File: src/rtl/mfi_causal_check_multi_pkg.sv
// Shared types and helpers for the MFI causality checker.
//   causal_state_t : WAIT until the tracked instruction retires, then SEEN (absorbing).
//   lane_lo        : bit offset of lane 'lane' in a flat per-lane bus of field width 'w'.
package mfi_check_pkg;

  typedef enum logic {WAIT = 1'b0, SEEN = 1'b1} causal_state_t;

  function automatic int unsigned lane_lo(input int unsigned lane, input int unsigned w);
    return lane * w;
  endfunction

endpackage

File: src/rtl/mfi_causal_check_multi_if.sv
// MFI retirement stream bundle, one flat vector per field, lane i at [i*W +: W].
//   master : driver of the retire stream (core / bench)
//   slave  : observer (the causality checker)
interface mfi_causal_check_multi_if #(
  parameter int NRET    = 1,
  parameter int ORDER_W = 32,
  parameter int REG_W   = 5
);
  logic [NRET-1:0]         mfi_valid;
  logic [NRET*ORDER_W-1:0] mfi_order;
  logic [NRET*REG_W-1:0]   mfi_src1_addr;
  logic [NRET*REG_W-1:0]   mfi_src2_addr;
  logic [NRET*REG_W-1:0]   mfi_dest_addr;

  modport master (output mfi_valid, mfi_order, mfi_src1_addr, mfi_src2_addr, mfi_dest_addr);
  modport slave  (input  mfi_valid, mfi_order, mfi_src1_addr, mfi_src2_addr, mfi_dest_addr);
endinterface

File: src/rtl/mfi_causal_check_multi_lane_hit.sv
// Combinational per-lane hit decode: a valid retirement younger than the tracked
// order that reads (or, with MODE_WAW, writes) the tracked register.
//   valid_i/order_i/src1_i/src2_i/dest_i : one lane of the retire stream
//   t_ord_i/t_reg_i                      : tracked order and register
//   hit_o                                : lane is a causality violation candidate
module mfi_lane_hit #(
  parameter int ORDER_W  = 32,
  parameter int REG_W    = 5,
  parameter bit MODE_WAW = 1'b0
) (
  input  logic               valid_i,
  input  logic [ORDER_W-1:0] order_i,
  input  logic [REG_W-1:0]   src1_i,
  input  logic [REG_W-1:0]   src2_i,
  input  logic [REG_W-1:0]   dest_i,
  input  logic [ORDER_W-1:0] t_ord_i,
  input  logic [REG_W-1:0]   t_reg_i,
  output logic               hit_o
);
  logic younger, rd_match, wr_match;

  assign younger  = order_i > t_ord_i;
  assign rd_match = (src1_i == t_reg_i) || (src2_i == t_reg_i);
  assign wr_match = MODE_WAW && (dest_i == t_reg_i);
  assign hit_o    = valid_i && younger && (rd_match || wr_match);
endmodule

File: src/rtl/mfi_causal_check_multi.sv
// Causality checker for multi-retire cores. Tracks one instruction (order, dest
// reg, lane); any younger retirement touching that reg before (or in the same
// cycle as) the tracked retirement is counted as a violation.
//   clock, reset    : core clock, async active-high reset
//   check           : tracked instruction retires this cycle
//   mfi             : retire stream (slave modport)
//   cfg_order/reg/lane : tracked triple in simulation, must be held stable
//   found_violation : sticky violation flag
//   target_retired  : sticky, tracked instruction has retired
//   viol_count      : saturating count of violating lane-retirements
module mfi_causal_check_multi
  import mfi_check_pkg::*;
#(
  parameter int NRET     = 1,
  parameter int ORDER_W  = 32,
  parameter int REG_W    = 5,
  parameter bit MODE_WAW = 1'b0,
  parameter int CNT_W    = 4
) (
  input  logic                  clock,
  input  logic                  reset,
  input  logic                  check,
  mfi_causal_check_multi_if.slave mfi,
  input  logic [ORDER_W-1:0]    cfg_order,
  input  logic [REG_W-1:0]      cfg_reg,
  input  logic [$clog2(NRET):0] cfg_lane,
  output logic                  found_violation,
  output logic                  target_retired,
  output logic [CNT_W-1:0]      viol_count
);
  localparam int PW    = $clog2(NRET + 1);
  localparam int SUM_W = CNT_W + PW;
  localparam logic [CNT_W-1:0] CNT_MAX = '1;

`ifdef FORMAL
  (* anyconst *) logic [ORDER_W-1:0]    t_ord;
  (* anyconst *) logic [REG_W-1:0]      t_reg;
  (* anyconst *) logic [$clog2(NRET):0] t_lane;
  wire unused_cfg = &{1'b0, cfg_order, cfg_reg, cfg_lane};
`else
  logic [ORDER_W-1:0]    t_ord;
  logic [REG_W-1:0]      t_reg;
  logic [$clog2(NRET):0] t_lane;
  assign t_ord  = cfg_order;
  assign t_reg  = cfg_reg;
  assign t_lane = cfg_lane;
  // lane only matters for the check-cycle assumptions
  wire unused_lane = &{1'b0, t_lane};
`endif

  logic [NRET-1:0] hit;

  for (genvar i = 0; i < NRET; i++) begin : g_lane
    mfi_lane_hit #(.ORDER_W(ORDER_W), .REG_W(REG_W), .MODE_WAW(MODE_WAW)) u_hit (
      .valid_i (mfi.mfi_valid[i]),
      .order_i (mfi.mfi_order[lane_lo(i, ORDER_W) +: ORDER_W]),
      .src1_i  (mfi.mfi_src1_addr[lane_lo(i, REG_W) +: REG_W]),
      .src2_i  (mfi.mfi_src2_addr[lane_lo(i, REG_W) +: REG_W]),
      .dest_i  (mfi.mfi_dest_addr[lane_lo(i, REG_W) +: REG_W]),
      .t_ord_i (t_ord),
      .t_reg_i (t_reg),
      .hit_o   (hit[i])
    );
  end

  causal_state_t    state_q, state_d;
  logic             flag_q, flag_d;
  logic [CNT_W-1:0] cnt_q, cnt_d;
  logic [PW-1:0]    pop;
  logic [SUM_W-1:0] sum;

  always_comb begin
    pop = '0;
    for (int i = 0; i < NRET; i++) pop = pop + PW'(hit[i]);
  end

  assign sum = SUM_W'(cnt_q) + SUM_W'(pop);

  always_comb begin
    state_d = state_q;
    flag_d  = flag_q;
    cnt_d   = cnt_q;
    // hits in the check cycle itself still count: a younger op retiring
    // alongside the writer has not observed its result
    if (state_q == WAIT) begin
      if (pop != '0) flag_d = 1'b1;
      cnt_d = (sum > SUM_W'(CNT_MAX)) ? CNT_MAX : sum[CNT_W-1:0];
      if (check) state_d = SEEN;
    end
  end

  always_ff @(posedge clock or posedge reset) begin
    if (reset) begin
      state_q <= WAIT;
      flag_q  <= 1'b0;
      cnt_q   <= '0;
    end else begin
      state_q <= state_d;
      flag_q  <= flag_d;
      cnt_q   <= cnt_d;
    end
  end

  assign found_violation = flag_q;
  assign target_retired  = (state_q == SEEN);
  assign viol_count      = cnt_q;

`ifdef FORMAL
  always_comb begin
    if (!reset && check) begin
      assume (t_reg != '0);
      assume (t_lane < NRET);
      assume (mfi.mfi_valid[t_lane]);
      assume (mfi.mfi_dest_addr[t_lane*REG_W +: REG_W] == t_reg);
      assume (mfi.mfi_order[t_lane*ORDER_W +: ORDER_W] == t_ord);
      assert (!found_violation);
    end
    assert (found_violation == (viol_count != '0));
  end

  always @(posedge clock) cover (!reset && check && (&mfi.mfi_valid));
`endif
endmodule
File: src/flat_wrapper.sv
// flat-port wrapper written by rule: the top's interface ports become plain ports
module mfi_causal_check_multi_flat import mfi_check_pkg::*;
#(
  parameter int NRET     = 1,
  parameter int ORDER_W  = 32,
  parameter int REG_W    = 5,
  parameter bit MODE_WAW = 1'b0,
  parameter int CNT_W    = 4
)
  (clock, reset, check, cfg_order, cfg_reg, cfg_lane, found_violation, target_retired, viol_count, mfi_mfi_valid, mfi_mfi_order, mfi_mfi_src1_addr, mfi_mfi_src2_addr, mfi_mfi_dest_addr);
  mfi_causal_check_multi_if #(.NRET(NRET), .ORDER_W(ORDER_W), .REG_W(REG_W)) mfi_i ();
  input  logic clock;
  input  logic reset;
  input  logic check;
  input  logic [ORDER_W-1:0] cfg_order;
  input  logic [REG_W-1:0] cfg_reg;
  input  logic [$clog2(NRET):0] cfg_lane;
  output logic found_violation;
  output logic target_retired;
  output logic [CNT_W-1:0] viol_count;
  input wire logic [$bits(mfi_i.mfi_valid)-1:0] mfi_mfi_valid;
  input wire logic [$bits(mfi_i.mfi_order)-1:0] mfi_mfi_order;
  input wire logic [$bits(mfi_i.mfi_src1_addr)-1:0] mfi_mfi_src1_addr;
  input wire logic [$bits(mfi_i.mfi_src2_addr)-1:0] mfi_mfi_src2_addr;
  input wire logic [$bits(mfi_i.mfi_dest_addr)-1:0] mfi_mfi_dest_addr;
  assign mfi_i.mfi_valid = mfi_mfi_valid;
  assign mfi_i.mfi_order = mfi_mfi_order;
  assign mfi_i.mfi_src1_addr = mfi_mfi_src1_addr;
  assign mfi_i.mfi_src2_addr = mfi_mfi_src2_addr;
  assign mfi_i.mfi_dest_addr = mfi_mfi_dest_addr;
  mfi_causal_check_multi #(.NRET(NRET), .ORDER_W(ORDER_W), .REG_W(REG_W), .MODE_WAW(MODE_WAW), .CNT_W(CNT_W)) u_core (.clock(clock), .reset(reset), .check(check), .mfi(mfi_i), .cfg_order(cfg_order), .cfg_reg(cfg_reg), .cfg_lane(cfg_lane), .found_violation(found_violation), .target_retired(target_retired), .viol_count(viol_count));
endmodule
File: config.mk
export PLATFORM = sky130hd
export DESIGN_NAME = mfi_causal_check_multi_flat
export DESIGN_NICKNAME = d
export VERILOG_FILES = /design/src/rtl/mfi_causal_check_multi_pkg.sv /design/src/rtl/mfi_causal_check_multi_if.sv /design/src/rtl/mfi_causal_check_multi_lane_hit.sv /design/src/rtl/mfi_causal_check_multi.sv /design/src/flat_wrapper.sv
export SDC_FILE = /design/constraint.sdc
export NUM_CORES = 1
export LEC_CHECK = 0
export BUFFER_PORTS_ARGS = -buffer_cell sky130_fd_sc_hd__buf_2
export CAP_MARGIN = 20
export CORE_ASPECT_RATIO = 1.2
export CORE_UTILIZATION = 40
export CTS_BUF_LIST = sky130_fd_sc_hd__clkbuf_8
export DETAILED_ROUTE_END_ITERATION = 10
export PLACE_DENSITY = 0.81
export SYNTH_ARGS = -nofsm -noshare
export SYNTH_HDL_FRONTEND = slang
export SYNTH_SLANG_ARGS = --single-unit
File: constraint.sdc
create_clock -name clock -period 1.5 [get_ports clock]
set_clock_uncertainty 0.15 [all_clocks]
set_input_delay 0.3 -clock clock [delete_from_list [all_inputs] [get_ports clock]]
set_output_delay 0.3 -clock clock [all_outputs]
set_load 0.01 [all_outputs]
## After elaboration in Yosys (flattened, before gate mapping)

Index checks and enable logic that the tools add are counted.

| cells by class | value |
|---|---|
| $add $sub $neg | 1 |
| order comparisons | 2 |
| eq/ne operators | 2 |
| muxes and demuxes | 3 |
| bitwise operators | 1 |
| reductions and logical operators | 4 |

Operators with widths:

| cell | count |
|---|---|
| $gt A32 B32 Y1 | 1 |
| $eq A5 B5 Y1 | 2 |
| $add A4 B1 Y5 | 1 |
| $gt A5 B4 Y1 const B | 1 |
| $mux W4 | 1 |
| $logic_and A1 B1 Y1 | 2 |
| $mux W1 | 2 |
| $reduce_and A2 Y1 | 1 |
| $logic_or A1 B1 Y1 | 1 |
| $not A1 Y1 | 1 |

| storage, ports and cells | value |
|---|---|
| bits in registers | 6 |
| input port bits | 89 |
| output and inout port bits | 6 |

## Logic depth before layout (Yosys ltp)

Gate-level depths: netlist of the first run.

| depth | value |
|---|---|
| depth in word-level cells | 6 |
| depth in mapped cells | 11 |
| mapped depth without buffers | 11 |

## Hierarchy

Synthesis of the first run repeated with hierarchy kept, for this count alone.

| unflattened totals | value |
|---|---|
| cells, all modules | 151 |
| area total of the unflattened synthesis | 1193.6 µm² |

By module, submodules not included:

| module | instances | cells each | area an instance (µm²) | sequential area each (µm²) |
|---|---|---|---|---|
| mfi_lane_hit | 1 | 128 | 917.1 | 0.0 |
| mfi_causal_check_multi | 1 | 23 | 276.5 | 150.1 |

## Worst setup path before layout of the first run

OpenSTA, ideal clock, no wires.

| timing | value |
|---|---|
| path kind | in2reg |
| from | in cfg_order[14] |
| to | reg u_core.cnt_q[1] (netlist: u_core.viol_count[1]) |
| setup time | 0.132 ns |
| arrival | 2.485 ns |
| required time | 1.218 ns |
| slack | -1.267 ns |
| stages | 11 |
| path through | inv_1 > ha_1 > nand4_2 > or4_1 > or4_4 > nand3_1 > a21oi_1 > ha_1 > ha_1 > a31oi_1 > o21ai_0 |

| between the ends | value |
|---|---|
| word-level cells in the longest chain between the ends | 6 |

RTL lines:

| element | RTL line | RTL |
|---|---|---|
| start, declared | flat_wrapper.sv:15 | `input logic [ORDER_W-1:0] cfg_order;` |
| $gt A32 B32 Y1 * | mfi_causal_check_multi_lane_hit.sv:22 | `assign younger = order_i > t_ord_i;` |
| $logic_and A1 B1 Y1 * (2 in series) | mfi_causal_check_multi_lane_hit.sv:25 | `assign hit_o = valid_i && younger && (rd_match \|\| wr_match);` |
| $add A4 B1 Y5 * | mfi_causal_check_multi.sv:77 | `assign sum = SUM_W'(cnt_q) + SUM_W'(pop);` |
| $gt A5 B4 Y1 | mfi_causal_check_multi.sv:87 | `cnt_d = (sum > SUM_W'(CNT_MAX)) ? CNT_MAX : sum[CNT_W-1:0];` |
| $mux W4 * | mfi_causal_check_multi.sv:87 |  |
| end signal, assigned | mfi_causal_check_multi.sv:100 | `cnt_q <= cnt_d;` |
| end, declared | mfi_causal_check_multi.sv:68 | `logic [CNT_W-1:0] cnt_q, cnt_d;` |

Every way passes the cells marked *; elsewhere a longest branch is shown, timed or not.
A chain may end at the register's enable or synchronous reset.

## Worst setup path in the final report of the first run

| timing | value |
|---|---|
| from | in cfg_order[11] |
| to | reg u_core.cnt_q[0] (netlist: u_core.viol_count[0]) |

The elaborated chain is that of the path after synthesis.

==> results of run 1 <==
==> cell usage in the layout, fill, tap and decap left out, types with 5 or more instances in the layout <==
cell type / n
ha_4: 13
buf_4: 14
ha_1: 20
dfrtp_1: 6
inv_2: 5
xnor2_1: 10
inv_4: 5
nand2_1: 10
inv_1: 23
nand4_1: 6
nand3_1: 6
buf_2: 78
buf_6: 8
a21oi_1: 13
==> what timing repair did <==
item / CTS / global route
pin swaps: 6 / 4
endpoints found under the setup margin: 5 / 5
resized for setup: 17 / 7
hold buffers: 1 / 0
hold endpoints to repair: 6 / 0
buffers inserted: 1 / 0
==> worst register-to-register path, stage by stage (launching register included) <==
cell	delay, ns
dfrtp_1	0.39
ha_2	0.22
ha_4	0.18
a31oi_2	0.18
o21ai_1	0.07
==> state kept, by name, indices dropped and copies added, names as in the netlist <==
register and flops:
u_core.found_violation 1, u_core.target_retired 1, u_core.viol_count 4
==> logic make-up after synthesis <==
| family | count (synthesis) | synth area share |
|---|---|---|
| fa+ha+maj | 34 | 0.351 |
| buf+inv | 35 | 0.108 |
| simple gates | 35 | 0.160 |
| xor+xnor | 10 | 0.0722 |
| compound gates | 35 | 0.185 |
| flops | 6 | 0.124 |
==> routing by layer <==
layer | global-route usage | share of wire
met5 | 0 | 0
met4 | 0.0526 | 0.010
met1 | 0.218 | 0.38
met3 | 0.0466 | 0.10
met2 | 0.413 | 0.51
==> how the worst max path moves through the flow <==
stage / start / endpoint / slack [ns] / cells past startpoint
finish: cfg_order[11] / u_core.viol_count[0] / -1.08 / 12
floorplan: cfg_order[15] / u_core.viol_count[1] / -1.12 / 11
global placement: cfg_order[15] / u_core.viol_count[1] / -1.35 / 12
global route: cfg_order[11] / u_core.viol_count[0] / -1.14 / 12
detailed placement: cfg_order[15] / u_core.viol_count[1] / -1.38 / 12
CTS: cfg_order[10] / u_core.viol_count[0] / -1.09 / 12
==> layout make-up <==
cell class                      instances  area (sq um)  share of cell area
Timing Repair Buffer                  102           611               0.282
Tap cell                               34          42.5              0.0196
Clock buffer                            3          41.3              0.0191
Sequential cell                         6           150              0.0693
Multi-Input combinational cell        114          1160               0.536
Inverter                               35           161              0.0745
==> where the power goes <==
part / total [mW] / internal (mW) / switching (mW)
clock: 0.243 / 0.172 / 0.0702
combinational: 0.499 / 0.284 / 0.215
sequential: 0.182 / 0.171 / 0.0106
total: 0.923 / 0.627 / 0.296
==> per-stage QoR <==
stage                     instances  hold WS (ns)  TNS (ns)
final                           294         0.113     -4.82
after detailed placement        289        0.0685     -6.32
after floorplan                 155       -0.0590     -4.90
after global placement          289        0.0693     -6.21
after global routing            294         0.114     -5.18
after CTS                       294         0.111     -4.88
==> results.json, run 1 <==
{
  "syn_nets": 278,
  "die_area_sq_um": 3260,
  "antenna_left": 0,
  "cp_slowest_stage_delay_ns": 0.53,
  "critical_path.top_delay_family": "simple AND/OR/NAND/NOR gates",
  "design_area_sq_um": 2170,
  "fmax_mhz": 388,
  "yosysMostFrequentCell": "inv_1",
  "avgViaCountPerCell": 4.99,
  "io_pins": 95,
  "path_class": "input pin to flop",
  "grt_usage": 0.213,
  "place_area_sq_um": 1990,
  "status": "finished with violations",
  "synthTopCellsByArea": "ha_1, dfrtp_1, inv_1, xnor2_1, a21oi_1",
  "startpoint_type": "input pin",
  "synth_common_cells": "inv_1, ha_1, a21oi_1, nand2_1, xnor2_1",
  "yosysTopAreaCell": "ha_1",
  "grt_start_max_net_pins": 8,
  "tritoncts": "built",
  "r2r_setup_slack_ns": 0.19,
  "place_ws_ns": -1.38,
  "ir_drop_uv": 326,
  "power_density_nw_per_um2": 426,
  "ys_ff_latch": 6,
  "period_minus_slack_ns": 2.58,
  "path_clk_slew_ns": 0.03,
  "grt_antenna_before_repair": 0,
  "arrival_ns": 2.53,
  "whs_path_depth": 2,
  "grt-ovfl-total": 0,
  "synth_cells": 155,
  "cts_root_buf": "clkbuf_8",
  "htreeDepth": 1,
  "syn_to_final_growth_pct": 78.7,
  "hold_viol": 0,
  "routabilityCongestion": 0.759,
  "rr_worst_depth": 4,
  "syn_area_per_cell_sq_um": 7.82,
  "clk_path_buf_depth": 2,
  "drtPass1Iterations": 4,
  "drv_cap": 0,
  "violations": "negative setup slack",
  "rows": 21,
  "synth_cell_type_count": 28,
  "drt_iter0_drc": 9,
  "n_fill_cell": 209,
  "worstHoldEndpoint": "u_core.target_retired",
  "setup_viol": 5,
  "die_x_um": 52.3,
  "crit_path_max_fanout": 5,
  "numClockSinks": 6,
  "wire_per_inst_um": 11.0,
  "final_nets": 385,
  "rsz0062_at_grt": "yes",
  "report.final.slew_viol_count": 0,
  "critPathSlowestCell": "or4_1",
  "grt_pass1_vias": 1476,
  "grt_pass1_wl_um": 5460,
  "reg2reg_from": "u_core.viol_count[0]",
  "diodes": 0,
  "synth_top_area_frac": 0.351,
  "dpl.hpwl_um": 2870,
  "worstMarginPinSlew_ns": 0.531,
  "min-delay-start": "check",
  "synth_edf_count": 0,
  "vias": 1466,
  "path_buf_inv": 2,
  "io_buffers": 88,
  "synth_ff_type": "dfrtp_1",
  "p_leak_nw": 1.12,
  "cp_cell_sequence": "buf_6 -> inv_4 -> ha_4 -> nand4_1 -> or4_1 -> or4_4 -> nand3_2 -> a21oi_2 -> ha_2 -> ha_4 -> a31oi_2 -> o21ai_1",
  "reg2reg_to": "u_core.viol_count[0]",
  "finalWorstSetupSlack_ns": -1.08,
  "core_area_sq_um": 2840,
  "start_util": 0.427,
  "async_flop_share": 1.00,
  "worst_path_most_repeated_cell": "ha_4",
  "total_power_uw": 923,
  "ys_seq_area_frac": 0.124,
  "numCtsBuffers": 3,
  "die_y_um": 62.3,
  "fin_util": 0.764,
  "finalCritPeriodShare": 1.72,
  "crit_required_ns": 1.45,
  "cp-end-kind": "flop",
  "clock_latency_ns": 0.22,
  "synthesis.area_sq_um": 1210,
  "ys.warnings.count": 0,
  "drive_above_1_share": 0.550,
  "wirelength_um": 3240,
  "drc": 0,
  "min-delay-path-class": "input pin to flop",
  "slew_headroom": 0.645
}
No activity file was read; power rests on OpenSTA's default activity.
==> run 2, diff against run 1 <==
Settings changed: REMOVE_ABC_BUFFERS from default to 1.
Clock period 1.5 ns to 2.8 ns, I/O delays scaled along.
==> run 2 against run 1 <==
Net effect:
- the flow still finishes with violations (negative setup slack)
- sequential share of layout area rose by 0.19 points
- worst setup slack improved by 1.1 ns
- flip-flop and latch count did not move
- combinational power fell by 48%
- global-route usage fell by 1.0 points
- worst hold slack got worse by 0.012 ns
- final cell count rose by 0.34%
- count of clock-buffer cells in the layout did not move
- first-iteration DRC count rose to 5.9 times the previous value
- design area fell by 2.7%
- non-clock buffer count rose by 1
- die area did not move
- critical path type unchanged
- largest cell class unchanged
- highest routed layer unchanged
==> results.json, run 2 (same netlist as run 1, synthesis figures left out) <==
{
  "p_leak_nw": 1.12,
  "avgViaCountPerCell": 5.04,
  "setup_tns_ns": -0.00479,
  "slew_headroom": 0.744,
  "multi_input_area_sq_um": 1150,
  "place_ws_ns": -0.434,
  "grt-ovfl-total": 0,
  "die_area_sq_um": 3260,
  "cts_hold_buf": 0,
  "path_clk_slew_ns": 0.04,
  "reg2reg_from": "u_core.viol_count[0]",
  "grt_usage": 0.203,
  "clock_latency_ns": 0.22,
  "power.share.clock": 0.270,
  "final_cell_mix": "buf_2, inv_1, ha_1",
  "violations": "negative setup slack",
  "io_buffers": 88,
  "seqPwrFrac": 0.200,
  "fin_util": 0.743,
  "drt_iter0_drc": 53,
  "setup_viol": 1,
  "layout_commonest_cell": "buf_2",
  "grt_start_max_net_pins": 8,
  "crit_end": "u_core.viol_count[1]",
  "wire_per_inst_um": 11.5,
  "die_y_um": 62.3,
  "final_nets": 386,
  "core_area_sq_um": 2840,
  "ir_drop_uv": 209,
  "vias": 1487,
  "arrival_ns": 2.76,
  "status": "finished with violations",
  "p_int_uw": 330,
  "cp-end-kind": "flop",
  "wirelength_um": 3380,
  "routabilityCongestion": 0.683,
  "power_density_nw_per_um2": 230,
  "tritoncts": "built",
  "clk_path_buf_depth": 2,
  "finalCritPeriodShare": 1.00,
  "crit_path_max_fanout": 2,
  "rr_worst_depth": 4,
  "largest_register_ffs": 4,
  "combPwrFrac": 0.530,
  "die_x_um": 52.3,
  "netSwitchingPower_uw": 156,
  "path_class": "input pin to flop",
  "n_fill_cell": 229,
  "cts_root_buf": "clkbuf_8",
  "worstMarginPinSlew_ns": 0.384,
  "drive_above_1_share": 0.533,
  "drc": 0,
  "regArea_sq_um": 150,
  "power.share.switching": 0.321,
  "finalWorstSetupSlack_ns": -0.00479,
  "htreeDepth": 1,
  "reg2reg_to": "u_core.viol_count[1]",
  "min-delay-path-class": "input pin to asynchronous set/reset pin",
  "grt_pass1_vias": 1433,
  "numCtsBuffers": 3,
  "fmax_mhz": 357,
  "start_util": 0.427,
  "antenna_left": 0,
  "crit_required_ns": 2.75,
  "grt_pass1_wl_um": 5240,
  "total_power_uw": 486,
  "rsz0062_at_grt": "yes",
  "report.final.slew_viol_count": 0,
  "period_minus_slack_ns": 2.80,
  "startpoint": "cfg_order[5]",
  "startpoint_type": "input pin",
  "drv_cap": 0,
  "numClockSinks": 6,
  "io_pins": 95,
  "diodes": 0,
  "rows": 21,
  "drtPass1Iterations": 4,
  "grt_antenna_before_repair": 0,
  "hold_viol": 0,
  "syn_to_final_growth_pct": 74.0,
  "dpl.hpwl_um": 2640,
  "r2r_setup_slack_ns": 1.51
}
==> run 2: cell types whose count changed in the layout (fill, tap and decap cells not counted), sizes merged <==
cell / before / now
dlygate4sd3: 1 / 0
buf: 101 / 103
==> run 2: routing by layer <==
metal	GRT usage	share of wire	wire (um)	vias up
met5	0	0	0	-
met4	0.0921	0.022	74	0
met3	0.0319	0.079	268	9
met2	0.380	0.53	1780	68
met1	0.209	0.37	1260	651
li1	-	-	-	759
==> run 2: power groups by stage <==
| stage | logic, mW | clock network, mW | registers, mW |
|---|---|---|---|
| after floorplan | 0.104 | 0 | 0.0984 |
| after global placement | 0.199 | 0 | 0.0967 |
| after detailed placement | 0.206 | 0 | 0.0970 |
| after CTS | 0.235 | 0.132 | 0.0971 |
| after global routing | 0.291 | 0.139 | 0.0978 |
| final | 0.258 | 0.131 | 0.0972 |
==> run 2: area by class of cell <==
type / count / area share
Clock buffer: 3 / 0.0196
Sequential cell: 6 / 0.0712
Timing Repair Buffer: 103 / 0.280
Multi-Input combinational cell: 114 / 0.544
Tap cell: 34 / 0.0202
Inverter: 35 / 0.0647
==> run 2: how the worst min path moves through the flow <==
| stage | startpoint | to | cells after the start |
|---|---|---|---|
| global placement | reset | u_core.target_retired | 2 |
| finish | reset | u_core.viol_count[2] | 2 |
| CTS | reset | u_core.viol_count[2] | 2 |
| global route | reset | u_core.viol_count[0] | 2 |
| detailed placement | reset | u_core.viol_count[1] | 2 |
| floorplan | reset | u_core.found_violation | 1 |
==> run 2: what timing repair did <==
action | in CTS | in global routing
endpoints found under the hold margin | 0 | 0
setup buffers | 1 | 3
resized for setup | 27 | 16
setup endpoints to repair | 4 | 4
pin swaps | 6 | 6
==> run 2: through the flow <==
stage          hold WS, ns  area (sq um)  instances
2_1_floorplan        0.201          1210        155
3_3_place_gp         0.326          1780        288
3_5_place_dp         0.342          1780        288
4_1_cts              0.110          1990        292
5_1_grt              0.131          2110        295
6_report             0.101          2110        295
==> run 2: worst max-delay path: stages <==
cell	delay (ns)
buf_2	0.08
inv_1	0.05
ha_4	0.27
nand4_1	0.12
or4_4	0.49
or4_4	0.44
nand3_2	0.09
a21oi_2	0.04
ha_2	0.21
ha_4	0.21
a31oi_1	0.13
o21ai_1	0.07
